## src/rtl/alu_seq_pkg.sv

```systemverilog
// Shared encodings for the ALU sequencer: FSM states, instruction classes,
// instruction field positions and condition selectors.
package alu_seq_pkg;

    localparam int STATE_W = 3;
    localparam logic [STATE_W-1:0] ST_IDLE = 3'd0;
    localparam logic [STATE_W-1:0] ST_LDA  = 3'd1;
    localparam logic [STATE_W-1:0] ST_EXEC = 3'd2;
    localparam logic [STATE_W-1:0] ST_WB   = 3'd3;
    localparam logic [STATE_W-1:0] ST_COND = 3'd4;
    localparam logic [STATE_W-1:0] ST_TURN = 3'd5;
    localparam logic [STATE_W-1:0] ST_DONE = 3'd6;

    localparam int INSTR_W      = 10;
    localparam int CLASS_LSB    = 8;
    localparam int CLASS_W      = 2;
    localparam int ALUOP_LSB    = 6;
    localparam int ALUOP_W      = 2;
    localparam int SUB_BIT      = 5;
    localparam int RA_LSB       = 3;
    localparam int RB_LSB       = 1;
    localparam int REG_W        = 2;
    localparam int COND_SEL_LSB = 4;
    localparam int COND_SEL_W   = 2;
    localparam int COND_INV_BIT = 6;

    localparam logic [CLASS_W-1:0] CLASS_ALU  = 2'b00;
    localparam logic [CLASS_W-1:0] CLASS_CMP  = 2'b01;
    localparam logic [CLASS_W-1:0] CLASS_COND = 2'b10;
    localparam logic [CLASS_W-1:0] CLASS_ILL  = 2'b11;

    localparam logic [COND_SEL_W-1:0] COND_N = 2'd0;
    localparam logic [COND_SEL_W-1:0] COND_Z = 2'd1;
    localparam logic [COND_SEL_W-1:0] COND_V = 2'd2;
    localparam logic [COND_SEL_W-1:0] COND_C = 2'd3;

    localparam int CNT_W = 3;

    function automatic logic [CLASS_W-1:0] instr_class(input logic [INSTR_W-1:1] instr);
        return instr[CLASS_LSB +: CLASS_W];
    endfunction

endpackage

```

## src/rtl/alu_cond_eval.sv

```systemverilog
// Branch condition evaluator: picks one ALU flag, optionally inverts it.
// Purely combinational; the sequencer registers the result.
module alu_cond_eval
    import alu_seq_pkg::*;
(
    input  logic [COND_SEL_W-1:0] cond_sel,
    input  logic                  cond_inv,
    input  logic                  flag_negative,
    input  logic                  flag_nzero,
    input  logic                  flag_overflow,
    input  logic                  flag_carry,
    output logic                  taken
);

    logic raw;

    always_comb begin
        raw = 1'b0;
        case (cond_sel)
            COND_N:  raw = flag_negative;
            // The ALU reports "not zero", so Z is its complement.
            COND_Z:  raw = ~flag_nzero;
            COND_V:  raw = flag_overflow;
            COND_C:  raw = flag_carry;
            default: raw = 1'b0;
        endcase
        taken = raw ^ cond_inv;
    end

endmodule

```

## src/rtl/alu_sequencer.sv

```systemverilog
// Control sequencer for the ALU datapath: runs one micro-instruction per
// handshake, driving bus, latch and write strobes with at most one bus driver.
module alu_sequencer
    import alu_seq_pkg::*;
#(
    parameter int REG_SEL_W     = 2,
    parameter int SETTLE_CYCLES = 0
) (
    input  logic                 i_clk,
    input  logic                 i_nReset,
    input  logic                 i_instrValid,
    output logic                 o_instrReady,
    input  logic [INSTR_W-1:0]   i_instr,
    input  logic                 i_flagNegative,
    input  logic                 i_flagNZero,
    input  logic                 i_flagOverflow,
    input  logic                 i_flagCarry,
    output logic [ALUOP_W-1:0]   o_ctrlAluOp,
    output logic                 o_ctrlAluSub,
    output logic                 o_ctrlAluYNWE,
    output logic                 o_ctrlAluNOE,
    output logic                 o_ctrlANWE,
    output logic [REG_SEL_W-1:0] o_ctrlRegSel,
    output logic                 o_ctrlRegNOE,
    output logic                 o_ctrlRegNWE,
    output logic                 o_branchTaken,
    output logic                 o_illegal,
    output logic                 o_done
);

    // Handshake: an instruction is taken on a rising edge where i_instrValid and
    // o_instrReady are both high; o_instrReady is high only in IDLE, so valid is
    // don't-care while busy and the word must be held until that edge.

    localparam logic             USE_TURN    = (SETTLE_CYCLES > 0);
    localparam logic [CNT_W-1:0] SETTLE_LOAD = CNT_W'(SETTLE_CYCLES - 1);

    logic [STATE_W-1:0] state_q, state_d;
    logic [INSTR_W-1:1] instr_q, instr_d;
    logic [CNT_W-1:0]   cnt_q, cnt_d;
    logic [STATE_W-1:0] ret_q, ret_d;
    logic               taken_q, taken_d;
    logic               live_q, live_d;
    logic               cond_taken;
    logic               accept;
    logic [CLASS_W-1:0] cls;
    logic [REG_SEL_W-1:0] ra_sel, rb_sel;
    logic               rsvd_unused;

    assign rsvd_unused = i_instr[0];
    assign cls         = instr_class(instr_q);
    assign ra_sel      = REG_SEL_W'(instr_q[RA_LSB +: REG_W]);
    assign rb_sel      = REG_SEL_W'(instr_q[RB_LSB +: REG_W]);
    assign accept      = i_instrValid & o_instrReady;

    alu_cond_eval u_cond_eval (
        .cond_sel      (instr_q[COND_SEL_LSB +: COND_SEL_W]),
        .cond_inv      (instr_q[COND_INV_BIT]),
        .flag_negative (i_flagNegative),
        .flag_nzero    (i_flagNZero),
        .flag_overflow (i_flagOverflow),
        .flag_carry    (i_flagCarry),
        .taken         (cond_taken)
    );

    always_comb begin
        state_d = state_q;
        instr_d = instr_q;
        cnt_d   = cnt_q;
        ret_d   = ret_q;
        taken_d = taken_q;
        live_d  = 1'b1;
        case (state_q)
            ST_IDLE: begin
                if (accept) begin
                    instr_d = i_instr[INSTR_W-1:1];
                    taken_d = 1'b0;
                    case (i_instr[CLASS_LSB +: CLASS_W])
                        CLASS_ALU, CLASS_CMP: state_d = ST_LDA;
                        CLASS_COND:           state_d = ST_COND;
                        default:              state_d = ST_DONE;
                    endcase
                end
            end
            ST_LDA: begin
                if (USE_TURN) begin
                    state_d = ST_TURN;
                    cnt_d   = SETTLE_LOAD;
                    ret_d   = ST_EXEC;
                end else begin
                    state_d = ST_EXEC;
                end
            end
            ST_EXEC: begin
                // Compare has no writeback, so the bus simply goes quiet.
                if (cls != CLASS_ALU) begin
                    state_d = ST_DONE;
                end else if (USE_TURN) begin
                    state_d = ST_TURN;
                    cnt_d   = SETTLE_LOAD;
                    ret_d   = ST_WB;
                end else begin
                    state_d = ST_WB;
                end
            end
            ST_TURN: begin
                if (cnt_q == '0) begin
                    state_d = ret_q;
                end else begin
                    cnt_d = cnt_q - CNT_W'(1);
                end
            end
            ST_WB:   state_d = ST_DONE;
            ST_COND: begin
                taken_d = cond_taken;
                state_d = ST_DONE;
            end
            ST_DONE: state_d = ST_IDLE;
            default: state_d = ST_IDLE;
        endcase
    end

    always_ff @(posedge i_clk or negedge i_nReset) begin
        if (!i_nReset) begin
            state_q <= ST_IDLE;
            instr_q <= '0;
            cnt_q   <= '0;
            ret_q   <= ST_IDLE;
            taken_q <= 1'b0;
            live_q  <= 1'b0;
        end else begin
            state_q <= state_d;
            instr_q <= instr_d;
            cnt_q   <= cnt_d;
            ret_q   <= ret_d;
            taken_q <= taken_d;
            live_q  <= live_d;
        end
    end

    // Outputs decode only from registers, so reset forces every strobe high at once.
    always_comb begin
        o_instrReady  = 1'b0;
        o_ctrlAluOp   = '0;
        o_ctrlAluSub  = 1'b0;
        o_ctrlAluYNWE = 1'b1;
        o_ctrlAluNOE  = 1'b1;
        o_ctrlANWE    = 1'b1;
        o_ctrlRegSel  = '0;
        o_ctrlRegNOE  = 1'b1;
        o_ctrlRegNWE  = 1'b1;
        o_branchTaken = 1'b0;
        o_illegal     = 1'b0;
        o_done        = 1'b0;
        case (state_q)
            ST_IDLE: o_instrReady = live_q;
            ST_LDA: begin
                o_ctrlAluOp  = instr_q[ALUOP_LSB +: ALUOP_W];
                o_ctrlAluSub = instr_q[SUB_BIT];
                o_ctrlRegSel = ra_sel;
                o_ctrlRegNOE = 1'b0;
                o_ctrlANWE   = 1'b0;
            end
            ST_TURN: begin
                o_ctrlAluOp  = instr_q[ALUOP_LSB +: ALUOP_W];
                o_ctrlAluSub = instr_q[SUB_BIT];
            end
            ST_EXEC: begin
                o_ctrlAluOp   = instr_q[ALUOP_LSB +: ALUOP_W];
                o_ctrlAluSub  = instr_q[SUB_BIT];
                o_ctrlRegSel  = rb_sel;
                o_ctrlRegNOE  = 1'b0;
                o_ctrlAluYNWE = 1'b0;
            end
            ST_WB: begin
                o_ctrlAluOp  = instr_q[ALUOP_LSB +: ALUOP_W];
                o_ctrlAluSub = instr_q[SUB_BIT];
                o_ctrlRegSel = ra_sel;
                o_ctrlAluNOE = 1'b0;
                o_ctrlRegNWE = 1'b0;
            end
            ST_DONE: begin
                o_done        = 1'b1;
                o_illegal     = (cls == CLASS_ILL);
                o_branchTaken = taken_q;
            end
            default: ;
        endcase
    end

endmodule

```

## config.mk

```make
export PLATFORM = sky130hd
export DESIGN_NAME = alu_sequencer
export DESIGN_NICKNAME = d
export VERILOG_FILES = /design/src/rtl/alu_seq_pkg.sv /design/src/rtl/alu_cond_eval.sv /design/src/rtl/alu_sequencer.sv
export SDC_FILE = /design/constraint.sdc
export NUM_CORES = 1
export LEC_CHECK = 0
export CORE_ASPECT_RATIO = 1.5
export CORE_MARGIN = 2
export CORE_UTILIZATION = 46
export CTS_BUF_LIST = sky130_fd_sc_hd__clkbuf_8
export DETAILED_ROUTE_END_ITERATION = 8
export GPL_ROUTABILITY_DRIVEN = 0
export PLACE_DENSITY_LB_ADDON = 0.25
export SLEW_MARGIN = 40
export SYNTH_ARGS = -nofsm -noshare
export SYNTH_HDL_FRONTEND = slang
export SYNTH_SLANG_ARGS = --single-unit
```

## constraint.sdc

```tcl
create_clock -name i_clk -period 2.11 [get_ports i_clk]
set_input_delay 0.3165 -clock i_clk [delete_from_list [all_inputs] [get_ports i_clk]]
set_output_delay 0.3165 -clock i_clk [all_outputs]
set_load 0.01 [all_outputs]
```

==> summary.md <==
| Metric | Value |
|---|---|
| Final worst path period share | `0.967` |
| DP HPWL | `1.33 mm` |
| Power Internal | `1120 uW` |
| H-tree levels | `1` |
| Skew final | `0.00284 ns` |
| Max-cap violations | `0` |
| Clock Tree Root | `clkbuf_8` |
| Slowest-stage cell, CP | `clkdlybuf4s50_1` |
| Routed Antenna Nets | `0` |
| R2R Path Start | `cnt_q[0]` |
| Clock Power Share | `0.139` |
| Global-route wire length before repair | `3.03 mm` |
| IO buf count | `29` |
| Clock sinks | `17` |
| P_leak | `0.000552 uW` |
| Post-Layout Inst Area | `1290 um2` |
| Critical Path Fanout Max | `5` |
| Final hold vios | `0` |
| # diodes | `0` |
| Met3 Use GR | `0.0453` |
| Final TNS setup | `0 ns` |
| Layout Nets | `136` |
| Total GRT Usage | `0.196` |
| Peak VDD IR | `0.798 mV` |
| Layout cells sized above 1 | `0.259` |
| Switching power | `590 uW` |
| Worst Setup End Kind | `primary output` |
| Post-synth EDFFs | `0` |
| Ys async rst share | `1.00` |
| Vias in the first global route | `669` |
| CTS tree | `yes` |
| Synthesized flop and latch total | `17` |
| Worst setup margin | `0.0699 ns` |
| WP data arrival | `1.72 ns` |
| Hold-fix buffers, CTS | `0` |
| Total wire length | `1.79 mm` |
| Seq pwr share | `0.351` |
| Finished Layout Cells | `137` |
| Syn Inst Count | `82` |
| Final min period | `2.04 ns` |
| Vias | `696` |
| Worst stage delay on the critical path | `0.48 ns` |
| Fmax | `490 MHz` |
| Die width | `40.2 um` |
| Average wire per cell in the routed design | `13.0 um` |
| Top FF cell, synth | `dfrtp_1` |
| Initial DRC Count | `4` |
| PwrDens | `1320 nW/um2` |
| Core Area | `1850 um2` |
| Slew Limit Fails | `0` |
| Global route hottest layer | `met2` |
| Synth Cell Area | `906 um2` |
| Worst path required time | `1.79 ns` |
| Worst skew pair latency | `0.25 ns` |
| Mapped Nets | `101` |
| DRC violations left | `0` |
| Clk slew on worst S/H paths | `0.06 ns` |
| Unrepaired setup endpoints after global routing | `no` |
| GRT met2 Usage | `0.290` |
| IO Pins | `31` |
| Cell Chain, Critical Path | `nor2b_2 -> buf_4 -> a22oi_1 -> nor2_1 -> clkdlybuf4s50_1` |
| Initial antenna violation count | `0` |
| Synthesis Warnings | `0` |
| Mean post-synth cell area | `11.0 um2` |
| Combinational Power Share | `0.510` |
| Hold Crit Class | `input port to asynchronous set/reset pin` |
| Final setup violation count | `0` |
| Crit path max-delay family | `buffers and inverters` |
| Clk buf depth | `2` |
| Sw Ratio | `0.346` |
| Setup Buffers After CTS | `0` |
| Area Growth Syn to Fin | `42.5%` |
| Placed cell area | `1230 um2` |
| Setup WS pre-CTS | `0.258 ns` |
| Setup crit start kind | `flip-flop` |
| Synth cell types | `31` |
| DRT Pass-1 Iters | `2` |
| Largest net degree at the start of global routing | `18` |
| Die H | `58.4 um` |
| Worst setup startpoint | `state_q[1]` |
| Met1 Use GR | `0.254` |
| Seq/Total Area, Yosys | `0.470` |
| Starting Density | `0.489` |
| Worst Path Buf+Inv | `2` |
| CTS buffer count | `3` |
| Final Power | `1710 uW` |
| Crit Path Class | `flip-flop to primary output` |
| Status | `completed` |
| GR Overflow Total | `0` |
| DR vias/cell | `5.08` |
| FILL cells | `148` |
| Site Rows | `19` |
| Die area | `2350 um2` |
| DP Cell Count | `133` |
per-layer routing:
layer / wire [um] / part of all wire
met5: 0 / 0
met3: 74 / 0.041
met1: 701 / 0.39
met4: 46 / 0.026
met2: 965 / 0.54
timing repair:
| action | 4_1_cts | 5_1_grt |
|---|---|---|
| setup endpoints to repair | 1 | 9 |
| endpoints found under the hold margin | 0 | 0 |
| resized for setup | 1 | 6 |
synthesized netlist by cell type, types with 2 or more instances:
master,number,area (um2)
nor2_1,6,22.5
nand2_1,4,15.0
xnor2_1,2,17.5
nand3_1,2,10.0
mux2_2,10,113
a21oi_1,4,20.0
and2_1,4,25.0
inv_1,7,26.3
ha_1,2,25.0
and3_1,2,12.5
dfrtp_1,17,425
buf_2,2,10.0
a22oi_1,2,15.0
path summary, 6_finish.rpt:
path	end	slack [ns]	depth (start not counted)
worst max-delay path	o_ctrlRegSel[0]	0.07	5
worst min-delay path	state_q[1]	0.38	2
worst max register to register	cnt_q[2]	0.52	7
worst min register to register	instr_q[7]	0.50	1
max in group asynchronous	state_q[0]	1.53	2
min in group i_clk	instr_q[7]	0.50	1
area by class of cell:
cell class,count,area [um2],area share
Clock buffer,3,41.3,0.0320
Clock inverter,1,3.75,0.00291
Inverter,7,26.3,0.0203
Multi-Input combinational cell,54,434,0.336
Sequential cell,17,429,0.332
Tap cell,21,26.3,0.0203
Timing Repair Buffer,34,330,0.256
state kept, by name, indices dropped and copies added, names as in the netlist:
name     count
state_q      3
live_q       1
taken_q      1
instr_q      9
cnt_q        3
power by group through the flow:
stage               combinational (uW)  clock, uW  sequential, uW
floorplan                          548          0             526
global placement                   845          0             583
detailed placement                 865          0             589
CTS                                870        252             584
global route                       944        257             621
finish                             870        237             599
logic make-up after synthesis:
logic type                 after synthesis  share of synthesized area
muxes                                   11                      0.149
AOI/OAI and AO/OA                       11                     0.0787
xor gates and xnor gates                 2                     0.0193
buffers and inverters                   11                     0.0608
and+or+nand+nor                         27                      0.191
DFF                                     17                      0.470
adders and majority gates                2                     0.0276
other                                    1                    0.00414
layout by cell type, fill, tap and decap left out, types with 2 or more instances in the layout:
cell,synthesis,final
a22oi_1,2,2
dfrtp_2,0,3
clkbuf_8,0,3
and3_1,2,2
nand3_1,2,2
buf_4,1,5
clkdlybuf4s50_1,0,28
xnor2_1,2,2
nand2_1,4,4
mux2_2,10,10
a21oi_1,4,3
dfrtp_1,17,14
inv_1,7,8
ha_1,2,2
nor2_1,6,5
and2_1,4,4
worst register-to-register path, stage by stage, from the launching register on:
cell	delay, ns
dfrtp_1	0.32
inv_1	0.05
ha_1	0.19
ha_1	0.17
or2b_1	0.27
nor3b_4	0.32
nor2_1	0.07
a21oi_1	0.12
metrics by stage:
| stage | utilization | hold WS [ns] |
|---|---|---|
| floorplan | - | 0.0209 |
| global placement | 0.664 | 0.480 |
| detailed placement | 0.664 | 0.495 |
| CTS | 0.689 | 0.379 |
| global route | 0.696 | 0.408 |
| finish | 0.696 | 0.381 |
No activity file was read; power rests on OpenSTA's default activity.
